[src/rtl/mem_arb_pkg.sv]
// Shared types for the line-wide memory arbiter.
// FSM state encoding and requester ID constants.
package mem_arb_pkg;

    typedef enum logic [1:0] {
        IDLE    = 2'd0,
        BUSY    = 2'd1,
        RELEASE = 2'd2
    } arb_state_t;

    localparam logic REQ_DCACHE = 1'b0;
    localparam logic REQ_AUX    = 1'b1;

endpackage

[src/rtl/mem_arb_picker.sv]
// Winner selection between two line requesters.
// Ports: clk_i/rst_i (pointer state), req0_i/req1_i, grant_i (a grant is
// taken this cycle), win_o (winning ID), any_o (some request pending).
// Build option: MEM_ARB_ROUND_ROBIN_EN selects round-robin, else fixed.
module mem_arb_picker
    import mem_arb_pkg::*;
(
    input  logic clk_i,
    input  logic rst_i,
    input  logic req0_i,
    input  logic req1_i,
    input  logic grant_i,
    output logic win_o,
    output logic any_o
);

    assign any_o = req0_i | req1_i;

`ifdef MEM_ARB_ROUND_ROBIN_EN
    // Last-grant pointer; starts at the aux ID so the dcache wins the
    // first tie.
    logic last_q;

    always_ff @(posedge clk_i or negedge rst_i) begin
        if (!rst_i) begin
            last_q <= REQ_AUX;
        end else if (grant_i) begin
            last_q <= win_o;
        end
    end

    always_comb begin
        win_o = REQ_DCACHE;
        if (req0_i && req1_i) begin
            win_o = ~last_q;
        end else if (req1_i) begin
            win_o = REQ_AUX;
        end
    end
`else
    // Fixed priority needs no state.
    logic unused_sig;
    assign unused_sig = &{1'b0, clk_i, rst_i, grant_i};

    always_comb begin
        win_o = REQ_DCACHE;
        if (!req0_i && req1_i) begin
            win_o = REQ_AUX;
        end
    end
`endif

endmodule

[src/rtl/mem_arbiter.sv]
// Two-requester arbiter for the shared line-wide Data_Memory port.
// Ports: r0_*/r1_* requester side, mem_* memory side, busy_o/owner_o
// status, gnt0/1_cnt_o grant counts, err_o sticky spurious-ack flag.
// Build option: MEM_ARB_ROUND_ROBIN_EN (round-robin ties, else r0 wins).
module mem_arbiter
    import mem_arb_pkg::*;
#(
    parameter int ADDR_W = 32,
    parameter int DATA_W = 256,
    parameter int CNT_W  = 16
) (
    input  logic              clk_i,
    input  logic              rst_i,

    input  logic              r0_enable_i,
    input  logic              r0_write_i,
    input  logic [ADDR_W-1:0] r0_addr_i,
    input  logic [DATA_W-1:0] r0_data_i,
    output logic              r0_ack_o,
    output logic [DATA_W-1:0] r0_data_o,

    input  logic              r1_enable_i,
    input  logic              r1_write_i,
    input  logic [ADDR_W-1:0] r1_addr_i,
    input  logic [DATA_W-1:0] r1_data_i,
    output logic              r1_ack_o,
    output logic [DATA_W-1:0] r1_data_o,

    output logic              mem_enable_o,
    output logic              mem_write_o,
    output logic [ADDR_W-1:0] mem_addr_o,
    output logic [DATA_W-1:0] mem_data_o,
    input  logic              mem_ack_i,
    input  logic [DATA_W-1:0] mem_data_i,

    output logic              busy_o,
    output logic              owner_o,
    output logic [CNT_W-1:0]  gnt0_cnt_o,
    output logic [CNT_W-1:0]  gnt1_cnt_o,
    output logic              err_o
);

    localparam logic [CNT_W-1:0] CNT_ONE = {{(CNT_W-1){1'b0}}, 1'b1};

    arb_state_t        state_q;
    arb_state_t        state_d;
    logic              owner_q;
    logic              write_q;
    logic [ADDR_W-1:0] addr_q;
    logic [DATA_W-1:0] data_q;
    logic [CNT_W-1:0]  gnt0_q;
    logic [CNT_W-1:0]  gnt1_q;
    logic              err_q;

    logic              win;
    logic              any_req;
    logic              grant;
    logic              spurious;

    assign grant    = (state_q == IDLE) && any_req;
    assign spurious = (state_q != BUSY) && mem_ack_i;

    mem_arb_picker u_picker (
        .clk_i   (clk_i),
        .rst_i   (rst_i),
        .req0_i  (r0_enable_i),
        .req1_i  (r1_enable_i),
        .grant_i (grant),
        .win_o   (win),
        .any_o   (any_req)
    );

    // State register plus the datapath/counter registers it gates.
    always_ff @(posedge clk_i or negedge rst_i) begin
        if (!rst_i) begin
            state_q <= IDLE;
            owner_q <= REQ_DCACHE;
            write_q <= 1'b0;
            addr_q  <= '0;
            data_q  <= '0;
            gnt0_q  <= '0;
            gnt1_q  <= '0;
            err_q   <= 1'b0;
        end else begin
            state_q <= state_d;
            if (spurious) begin
                err_q <= 1'b1;
            end
            if (grant) begin
                owner_q <= win;
                write_q <= win ? r1_write_i : r0_write_i;
                addr_q  <= win ? r1_addr_i  : r0_addr_i;
                data_q  <= win ? r1_data_i  : r0_data_i;
                // Counters only write while not saturated.
                if (!win && !(&gnt0_q)) begin
                    gnt0_q <= gnt0_q + CNT_ONE;
                end
                if (win && !(&gnt1_q)) begin
                    gnt1_q <= gnt1_q + CNT_ONE;
                end
            end
        end
    end

    always_comb begin
        state_d = state_q;
        unique case (state_q)
            IDLE:    if (any_req) state_d = BUSY;
            BUSY:    if (mem_ack_i) state_d = RELEASE;
            RELEASE: state_d = IDLE;
            default: state_d = IDLE;
        endcase
    end

    // Acks and read data pass straight through in the ack cycle.
    always_comb begin
        mem_enable_o = 1'b0;
        busy_o       = 1'b0;
        r0_ack_o     = 1'b0;
        r1_ack_o     = 1'b0;
        r0_data_o    = '0;
        r1_data_o    = '0;
        unique case (state_q)
            BUSY: begin
                mem_enable_o = 1'b1;
                busy_o       = 1'b1;
                if (mem_ack_i) begin
                    if (owner_q == REQ_AUX) begin
                        r1_ack_o  = 1'b1;
                        r1_data_o = mem_data_i;
                    end else begin
                        r0_ack_o  = 1'b1;
                        r0_data_o = mem_data_i;
                    end
                end
            end
            RELEASE: busy_o = 1'b1;
            default: busy_o = 1'b0;
        endcase
    end

    assign mem_write_o = write_q;
    assign mem_addr_o  = addr_q;
    assign mem_data_o  = data_q;
    assign owner_o     = owner_q;
    assign gnt0_cnt_o  = gnt0_q;
    assign gnt1_cnt_o  = gnt1_q;
    assign err_o       = err_q;

endmodule

[config.mk]
export PLATFORM = sky130hd
export DESIGN_NAME = mem_arbiter
export DESIGN_NICKNAME = d
export VERILOG_FILES = /design/src/rtl/mem_arb_pkg.sv /design/src/rtl/mem_arb_picker.sv /design/src/rtl/mem_arbiter.sv
export SDC_FILE = /design/constraint.sdc
export NUM_CORES = 1
export LEC_CHECK = 0
export BUFFER_PORTS_ARGS = -buffer_cell sky130_fd_sc_hd__buf_4
export CAP_MARGIN = 20
export CORE_AREA = 8 8 655 657
export DETAILED_ROUTE_END_ITERATION = 8
export DIE_AREA = 0 0 663 665
export GPL_ROUTABILITY_DRIVEN = 0
export PLACE_DENSITY = 0.3
export RECOVER_POWER = 50
export SYNTH_ARGS = -nofsm -noshare
export SYNTH_HDL_FRONTEND = slang
export SYNTH_HIERARCHICAL = 1
export SYNTH_SLANG_ARGS = --single-unit
[constraint.sdc]
create_clock -name clk_i -period 1.8 [get_ports clk_i]
set_clock_uncertainty 0.05 [all_clocks]
set_input_delay 0.18 -clock clk_i [delete_from_list [all_inputs] [get_ports clk_i]]
set_output_delay 0.18 -clock clk_i [all_outputs]
set_load 0.005 [all_outputs]
==> results.txt, run 1 <==
Routed wire per std cell - 31.3 µm
path type of the worst min-delay path - in2reg
EDFF count, synth - 0
drc violations - 0
DIE AREA - 441000 µm²
commonest non-fill, non-tap cell in the layout - buf_4
antenna violations before repair - 321
dominant cells by area after synthesis - dfrtp_1 (44%), and2_1 (18%), mux2i_1 (16%)
Ports - 1678
H-tree depth - 2
Final period util - 148%
Via density - 2.69
Max Freq - 375 MHz
vias in the first global route - 27128
fin crit period - 2.67 ns
largest net degree at the start of global routing - 123
syn nets - 2835
crit end category - primary output
Syn Area/Cell - 9.18 µm²
Total GRT Usage - 13.2%
combinational power share - 52.5%
CTS Root Cell - clkbuf_16
fin util - 11.5%
maximum fanout along the worst path - 13
Max Cap Viol - 0
reg2reg start - state_q[1]
share of layout cells above drive strength 1 - 47.5%
Post-Route WL - 311000 µm
fillcell total - 48308
leading area contributor after synthesis - dfrtp_1
commonest cells after routing, fill and taps aside - buf_4 (1679), dlygate4sd3_1 (582), and2_1 (390)
TritonCTS clock tree - yes
Iteration-0 DRC Markers - 1694
worst hold margin - 0.0497 ns
Critical Path RT - 1.57 ns
clock network power share - 21.6%
VDD IR max - 0.000802 V
post-synth design cell area - 18300 µm²
Seq pwr share - 25.9%
number of synthesized register bits - 325
hold path startpoint - r1_enable_i
Net Sw Frac - 40.0%
Final Hold Viols - 0
net load switching power - 19.9 mW
clk buf depth - 3
routed vias - 26800
Rel. slew slack - 35.3%
Setup CP Type - reg2out
DP Wirelength - 277000 µm
Core Area - 418000 µm²
Ys Warns - 6
pre-CTS setup slack - -0.770 ns
pwr/cell area - 1030 nW/µm²
clk sink count - 325
startpoint types - flip-flop
IO Port Bufs - 1677
Netlist cell types - 36
Leakage Power - 21.3 nW
DIE HEIGHT - 665 µm
Slew @ Worst Pin - 0.970 ns
Setup Viol. Count Final - 833
Pins Over Slew Limit - 0
status - finished with violations
row cnt - 238
Die W - 663 µm
Overflow after GRT - 0
first-pass GRT wire length - 368000 µm
Internal Pwr Total - 29.9 mW
Post-Syn Instances - 1991
Skew-Pair Late Insertion Delay - 0.69 ns
sequential cell area fraction in the yosys report - 44.5%
P&R area growth vs syn - 164%
CTS Buf Count - 50
initial core utilization - 4.37%
antenna-violating nets left - 0
CP arrival - 2.44 ns
DR pass1 iterations - 5
Async SR Flop Fraction - 100%
Reg clk slew, reported paths - 0.07 ns
violated checks - setup timing
Setup crit start - state_q[1]
post-synth top area share - 44.5%
RSZ-0062 raised after global routing - yes
top_reg_cell synth - dfrtp_1
final setup margin - -0.869 ns
Layout Nets - 5171
routing by layer:
metal  wire length [µm]  GRT usage (%)  up-vias
met4               5960           1.93       98
met1             126000           15.5    12987
met5                831          0.607        -
met3              40600           7.71      538
li1                   -              -    11368
met2             138000           21.1     1809
worst max-delay path: stages (launching register included):
cell and delay [ns]:
dfrtp_1 0.38, inv_2 0.07, buf_6 0.10, ha_4 0.13, nand2_2 0.06, nor2_4 0.15
clkbuf_16 0.21, buf_16 0.17, clkbuf_16 0.19, and2_1 0.14, buf_4 0.11
state kept, by name (all words and copies together) (netlist names):
name         cells
state_q          2
gnt0_cnt_o      16
mem_data_o     256
owner_o          1
mem_write_o      1
err_o            1
gnt1_cnt_o      16
mem_addr_o      32
final timing paths:
check                      depth (start not counted)  slack, ns         endpoint
max in group asynchronous                          4       0.02  mem_data_o[162]
max                                               10      -0.87    r0_data_o[46]
min                                                4       0.05  mem_data_o[241]
max reg2reg                                        9      -0.61   gnt1_cnt_o[15]
min reg2reg                                        2       0.43  mem_data_o[149]
min in group asynchronous                          3       0.74  mem_data_o[161]
power groups by stage:
stage,Combinational [mW],Clock (mW),Sequential [mW]
3_5_place_dp,23.0,0,13.0
3_3_place_gp,22.9,0,12.9
2_1_floorplan,6.56,0,12.8
6_report,26.1,10.8,12.9
5_1_grt,28.2,11.6,13.3
4_1_cts,25.4,11.4,12.9
metrics by stage:
step                      instances  total power, mW  setup TNS [ns]  instance area (µm²)
after floorplan                1991             19.4          -10.96                18300
after global placement         9164             35.9         -271.49                38700
final                          9954             49.8         -514.48                48300
after detailed placement       9164             36.0         -240.19                38700
after global routing           9915             53.1         -660.09                48200
after CTS                      9855             49.8         -609.41                46800
kinds of logic after synthesis:
logic type	share of synthesized area, %
DFF	44.5
AOI/OAI and AO/OA	8.17
muxes	15.9
adders and majority gates	0.342
and+or+nand+nor	26.1
xor gates and xnor gates	1.44
buffers and inverters	3.55
cells in the mapped netlist, drive strengths merged (2+ instances only):
cell	count
nand2	305
nor3b	2
or4	2
nor4	10
nand3	11
and3	3
clkbuf	117
nor3	11
xnor2	7
mux2	2
xor2	23
nand3b	2
nor2	7
dfrtp	325
and2	512
inv	6
nor2b	2
buf	39
mux2i	289
o21ai	291
and4	5
nand4	7
ha	5
cell type report:
class                           instances  area [µm²]  share of cell area [%]
Clock buffer                           72        1420                    2.95
Multi-Input combinational cell       1504        9850                    20.4
Timing Repair Buffer                 2440       21500                    44.5
Tap cell                             5520        6910                    14.3
Inverter                                6        22.5                  0.0466
Clock inverter                         19         319                   0.660
Antenna cell                           68         170                   0.352
Sequential cell                       325        8130                    16.8
repair_timing:
action / 4_1_cts / 5_1_grt
setup buffers: 10 / 12
endpoints found under the hold margin: 618 / 0
gates resized for setup: 79 / 255
hold buffers: 582 / 0
gates cloned: 9 / 21
pin swaps: 7 / 28
endpoints found under the setup margin: 848 / 844
(Power assumes the default switching activity.)
==> run 2: changes to the inputs <==
--- a/config.mk
+++ b/config.mk
@@ -7,13 +7,12 @@
 export LEC_CHECK = 0
 export BUFFER_PORTS_ARGS = -buffer_cell sky130_fd_sc_hd__buf_4
 export CAP_MARGIN = 20
-export CORE_AREA = 8 8 655 657
+export CORE_AREA = 8 8 657 659
 export DETAILED_ROUTE_END_ITERATION = 8
-export DIE_AREA = 0 0 663 665
+export DIE_AREA = 0 0 665 667
 export GPL_ROUTABILITY_DRIVEN = 0
 export PLACE_DENSITY = 0.3
 export RECOVER_POWER = 50
 export SYNTH_ARGS = -nofsm -noshare
 export SYNTH_HDL_FRONTEND = slang
-export SYNTH_HIERARCHICAL = 1
 export SYNTH_SLANG_ARGS = --single-unit
==> run 2 against run 1 <==
The flow still finishes with violations (setup timing). Hold slack better by 0.027 ns. Clock power fell by 17%. Critical path depth unchanged. Setup slack better by 0.094 ns. Register-to-register slack better by 0.25 ns. Via count is 2.0% lower. Sequential power hardly changed. Critical path type unchanged. Highest routed layer unchanged.
==> results.txt, run 2 <==
Internal Pwr Total - 30.1 mW
antenna-violating nets left - 0
dominant cells by area after synthesis - dfrtp_1 (44%), and2_1 (17%), mux2i_1 (16%)
Final Hold Viols - 0
most used cell, CP - buf_12
clk buf depth - 3
Syn Area/Cell - 9.29 µm²
Setup Viol. Count Final - 895
sequential cell area fraction in the yosys report - 44.2%
Async SR Flop Fraction - 100%
net load switching power - 19.9 mW
pre-CTS setup slack - -0.318 ns
clock network power share - 17.9%
Ports - 1678
DP Wirelength - 270000 µm
vias in the first global route - 26942
CTS Buf Count - 43
commonest cells after routing, fill and taps aside - buf_4 (1596), dlygate4sd3_1 (582), dfrtp_1 (325)
Max Cap Viol - 0
hold path cells - 5
top_reg_cell synth - dfrtp_1
clk sink count - 325
Post-Route WL - 303000 µm
initial core utilization - 4.37%
final setup margin - -0.775 ns
startpoint types - flip-flop
fin crit period - 2.57 ns
pwr/cell area - 1020 nW/µm²
first-pass GRT wire length - 360000 µm
Layout Nets - 5195
Netlist cell types - 41
Seq pwr share - 25.7%
cells on worst reg2reg path - 8
EDFF count, synth - 0
number of synthesized register bits - 325
share of layout cells above drive strength 1 - 49.5%
drc violations - 0
path type of the worst min-delay path - in2reg
maximum fanout along the worst path - 7
Setup CP Type - reg2out
combinational power share - 56.4%
Rel. slew slack - 3.43%
post-synth top area share - 44.2%
Skew-Pair Late Insertion Delay - 0.62 ns
Die W - 665 µm
H-tree depth - 2
VDD IR max - 0.000574 V
Leakage Power - 21.6 nW
Overflow after GRT - 0
DIE HEIGHT - 667 µm
row cnt - 239
P&R area growth vs syn - 166%
IO Port Bufs - 1677
Post-Syn Instances - 1981
violated checks - setup timing
Slew @ Worst Pin - 1.45 ns
Iteration-0 DRC Markers - 1278
Cell Chain, Critical Path - inv_2 > ha_4 > nand2_4 > nor2_4 > buf_12 > buf_16 > buf_12 > clkbuf_16 > and2_4 > buf_6
Total GRT Usage - 12.8%
Core Area - 422000 µm²
non-filler cells, final - 9991
status - finished with violations
routed vias - 26261
DIE AREA - 444000 µm²
crit end category - primary output
largest net degree at the start of global routing - 85
DR pass1 iterations - 5
CTS Root Cell - clkbuf_16
Via density - 2.63
Final period util - 143%
fin util - 11.6%
CP max stage cell - dfrtp_1
Critical Path RT - 1.57 ns
Max Freq - 388 MHz
TritonCTS clock tree - yes
RSZ-0062 raised after global routing - yes
synth cell count leaders - and2_1 (513), dfrtp_1 (325), nand2_1 (300)
placed cells - 9191
Routed wire per std cell - 30.4 µm
Reg clk slew, reported paths - 0.05 ns
crit-path max cell delay - 0.38 ns
syn nets - 2824
commonest non-fill, non-tap cell in the layout - buf_4
post-synth design cell area - 18400 µm²
Ys Warns - 0
Pins Over Slew Limit - 0
antenna violations before repair - 298
most common cell in the synthesized netlist - and2_1
max reg flops - 256
CP arrival - 2.34 ns
Net Sw Frac - 39.8%
leading area contributor after synthesis - dfrtp_1
## run 2: changes by cell type after synthesis, sizes merged, moves of 4 or more
| cell | previous run | this run |
|---|---|---|
| xor2 | 23 | 15 |
| nor4 | 10 | 6 |
| clkbuf | 117 | 104 |
| nor3 | 11 | 5 |
| nand2 | 305 | 300 |
| nand4 | 7 | 14 |
| xnor2 | 7 | 14 |
| buf | 39 | 51 |
## run 2: power groups by stage
stage	Combinational, mW	Clock (mW)	Sequential [mW]
floorplan	7.15	0	12.8
global placement	24.3	0	12.9
detailed placement	24.3	0	13.0
CTS	27.5	9.48	12.9
global route	30.4	9.60	13.3
finish	28.2	8.93	12.9
## run 2: stage by stage
| step | power (mW) | hold slack, ns | cell area (µm²) | setup TNS, ns |
|---|---|---|---|---|
| floorplan | 19.9 | -0.166 | 18400 | 0 |
| global placement | 37.2 | 0.0445 | 38800 | -111.82 |
| detailed placement | 37.3 | 0.0489 | 38800 | -101.96 |
| CTS | 49.9 | 0.00297 | 47400 | -484.13 |
| global route | 53.3 | 0.0676 | 48900 | -545.03 |
| finish | 50.0 | 0.0766 | 49000 | -416.26 |
## run 2: kinds of logic after synthesis
family	share of synthesized area (%)
buffers and inverters	4.27
AND/OR/NAND/NOR	25.5
multiplexers	15.9
AO/OA/AOI/OAI	8.46
XOR/XNOR	1.38
flip-flops	44.2
adder cells (fa/ha/maj)	0.272
## run 2: worst paths after layout
check	to	slack, ns	startpoint
min	state_q[1]	0.08	r0_enable_i
max in group asynchronous	state_q[1]	-0.07	rst_i
max	r0_data_o[82]	-0.77	state_q[1]
max reg2reg	mem_data_o[28]	-0.36	state_q[0]
min in group asynchronous	mem_data_o[120]	1.13	rst_i
min reg2reg	err_o	0.41	err_o
## run 2: per-layer routing
metal | up-vias | global-route usage, % | share of wire, %
li1 | 11417 | - | -
met1 | 12648 | 12.4 | 33
met2 | 1561 | 25.4 | 55
met3 | 571 | 4.36 | 8.3
met4 | 64 | 3.77 | 4.0
met5 | - | 0 | 0.14
## run 2: area by class of cell
| cell class | instances | area [µm²] |
|---|---|---|
| fill | 48806 | 373000 |
| sequential | 325 | 8130 |
| tap | 5543 | 6940 |
| clock inverter | 9 | 120 |
| timing repair buffer | 2481 | 22300 |
| clock buffer | 68 | 1280 |
| antenna | 64 | 160 |
| multi-input combinational | 1498 | 10000 |
| inverter | 3 | 11.3 |
## run 2: worst max-delay path: cells and delay by family (launching register included)
kind	cells	cell delay, ns
buf+inv	6	0.82
fa+ha+maj	1	0.16
simple gates	3	0.33
flops	1	0.38
## run 2: timing repair
item / in CTS / in global routing
gates resized for setup: 207 / 255
endpoints found under the hold margin: 618 / 0
pin swaps: 7 / 47
endpoints found under the setup margin: 747 / 804
setup buffers: 19 / 22
hold buffers: 583 / 0
cloned: 15 / 26
==> run 3: changes to the inputs <==
--- a/config.mk
+++ b/config.mk
@@ -5,11 +5,11 @@
 export SDC_FILE = /design/constraint.sdc
 export NUM_CORES = 1
 export LEC_CHECK = 0
-export BUFFER_PORTS_ARGS = -buffer_cell sky130_fd_sc_hd__buf_4
 export CAP_MARGIN = 20
 export CORE_AREA = 8 8 657 659
 export DETAILED_ROUTE_END_ITERATION = 8
 export DIE_AREA = 0 0 665 667
+export DONT_BUFFER_PORTS = 1
 export GPL_ROUTABILITY_DRIVEN = 0
 export PLACE_DENSITY = 0.3
 export RECOVER_POWER = 50
==> run 3 against run 2 <==
The flow finishes with violations (antenna rules, hold timing, setup timing). Largest power group unchanged. Critical path depth unchanged. Final area fell by 19%. Sequential power increased by 14%. Highest routed layer unchanged. Critical endpoint is now r0_data_o[184].
==> results.txt, run 3 (same netlist as run 2, synthesis figures left out) <==
commonest cells after routing, fill and taps aside - dlygate4sd3_1 (582), and2_1 (380), dfrtp_1 (325)
pwr/cell area - 1070 nW/µm²
Setup Viol. Count Final - 824
Max Freq - 375 MHz
DIE AREA - 444000 µm²
routed vias - 22036
Iteration-0 DRC Markers - 1264
Design Area, Final - 39500 µm²
drc violations - 0
status - finished with violations
Post-Route WL - 284000 µm
Power Total - 42.2 mW
path type of the worst min-delay path - in2async
share of layout cells above drive strength 1 - 21.6%
maximum fanout along the worst path - 8
Overflow after GRT - 0
Ports - 1678
Rel. slew slack - 23.7%
Critical Path RT - 1.57 ns
H-tree depth - 2
Final Hold Viols - 325
Setup CP Type - reg2out
P&R area growth vs syn - 114%
placed inst area - 30300 µm²
vias in the first global route - 20580
Pins Over Slew Limit - 0
TritonCTS clock tree - yes
fin crit period - 2.67 ns
Routed wire per std cell - 32.9 µm
antenna violations before repair - 396
worst hold margin - -0.838 ns
final setup margin - -0.866 ns
clk sink count - 325
VDD IR max - 0.00119 V
fillcell total - 48774
Slew @ Worst Pin - 1.14 ns
Leakage Power - 14.4 nW
CTS Root Cell - clkbuf_16
RSZ-0062 raised after global routing - yes
largest net degree at the start of global routing - 326
DR pass1 iterations - 5
antenna-violating nets left - 4
first-pass GRT wire length - 332000 µm
Skew-Pair Late Insertion Delay - 0.63 ns
initial core utilization - 4.37%
row cnt - 239
pre-CTS setup slack - -0.411 ns
DP Wirelength - 256000 µm
max reg flops - 256
Hold Buf Count CTS - 582
Total GRT Usage - 12.1%
Die W - 665 µm
clk buf depth - 3
Final period util - 148%
Layout Nets - 3691
commonest non-fill, non-tap cell in the layout - dlygate4sd3_1
CTS Buf Count - 42
violated checks - antenna rules, hold timing, setup timing
IO Port Bufs - 0
Reg clk slew, reported paths - 0.08 ns
Core Area - 422000 µm²
DIE HEIGHT - 667 µm
crit end category - primary output
Via density - 2.55
startpoint types - flip-flop
Max Cap Viol - 0
CP arrival - 2.44 ns
==> run 3: area by class of cell <==
class	instances	area, µm²	area share (%)
diodes	208	520	1.32
clock buffers	52	1180	2.99
clock inverters	26	395	1.00
inverters	3	11.3	0.0285
multi-input cells	1498	9880	25.0
flip-flops and latches	325	8130	20.6
well taps	5543	6940	17.6
repair buffers	978	12400	31.5
==> run 3: routing by layer <==
metal  track usage (%)  share of wire, %
met5            0.0966              0.17
met1              11.1                30
met4              3.63               4.8
met3              5.25                11
met2              24.0                54
==> run 3: worst paths after layout <==
path,from,end,slack [ns],depth (start not counted)
worst max-delay path,state_q[0],r0_data_o[184],-0.87,10
worst min-delay path,rst_i,mem_data_o[88],-0.84,0
worst max register to register,state_q[1],mem_data_o[133],-0.29,11
worst min register to register,mem_addr_o[4],mem_addr_o[4],0.44,2
max in group asynchronous,rst_i,mem_addr_o[20],1.58,0
min in group clk_i,r1_enable_i,gnt0_cnt_o[11],0.12,5
==> run 3: repair_timing <==
| item | CTS | global route |
|---|---|---|
| gates cloned | 20 | 1 |
| setup endpoints to repair | 814 | 828 |
| buffers inserted | 13 | 4 |
| gates resized for setup | 125 | 55 |
| pin swaps | 54 | 13 |
| endpoints found under the hold margin | 648 | 325 |
==> run 3: worst max-delay path, stage by stage, from the launching register on <==
cell     delay, ns
dfrtp_1       0.42
ha_4          0.18
buf_6         0.12
nand2_4       0.07
nor2_4        0.04
buf_12        0.13
buf_16        0.15
buf_16        0.20
buf_12        0.14
buf_16        0.12
and2_4        0.15
==> run 3: per-stage QoR <==
step           std cells  util [%]  hold WS [ns]  TNS, ns
2_1_floorplan       1981         -        -0.166        0
3_3_place_gp        7728      7.19        -0.143  -198.29
3_5_place_dp        7728      7.19        -0.145  -130.35
4_1_cts             8420      9.20        -0.956  -487.47
5_1_grt             8525      9.30        -0.914  -528.12
6_report            8633      9.36        -0.838  -420.54
==> run 3: power breakdown <==
part	switching, mW	internal (mW)	total [mW]
clock network	4.02	5.87	9.88
registers	3.99	10.7	14.7
logic	8.98	8.67	17.7
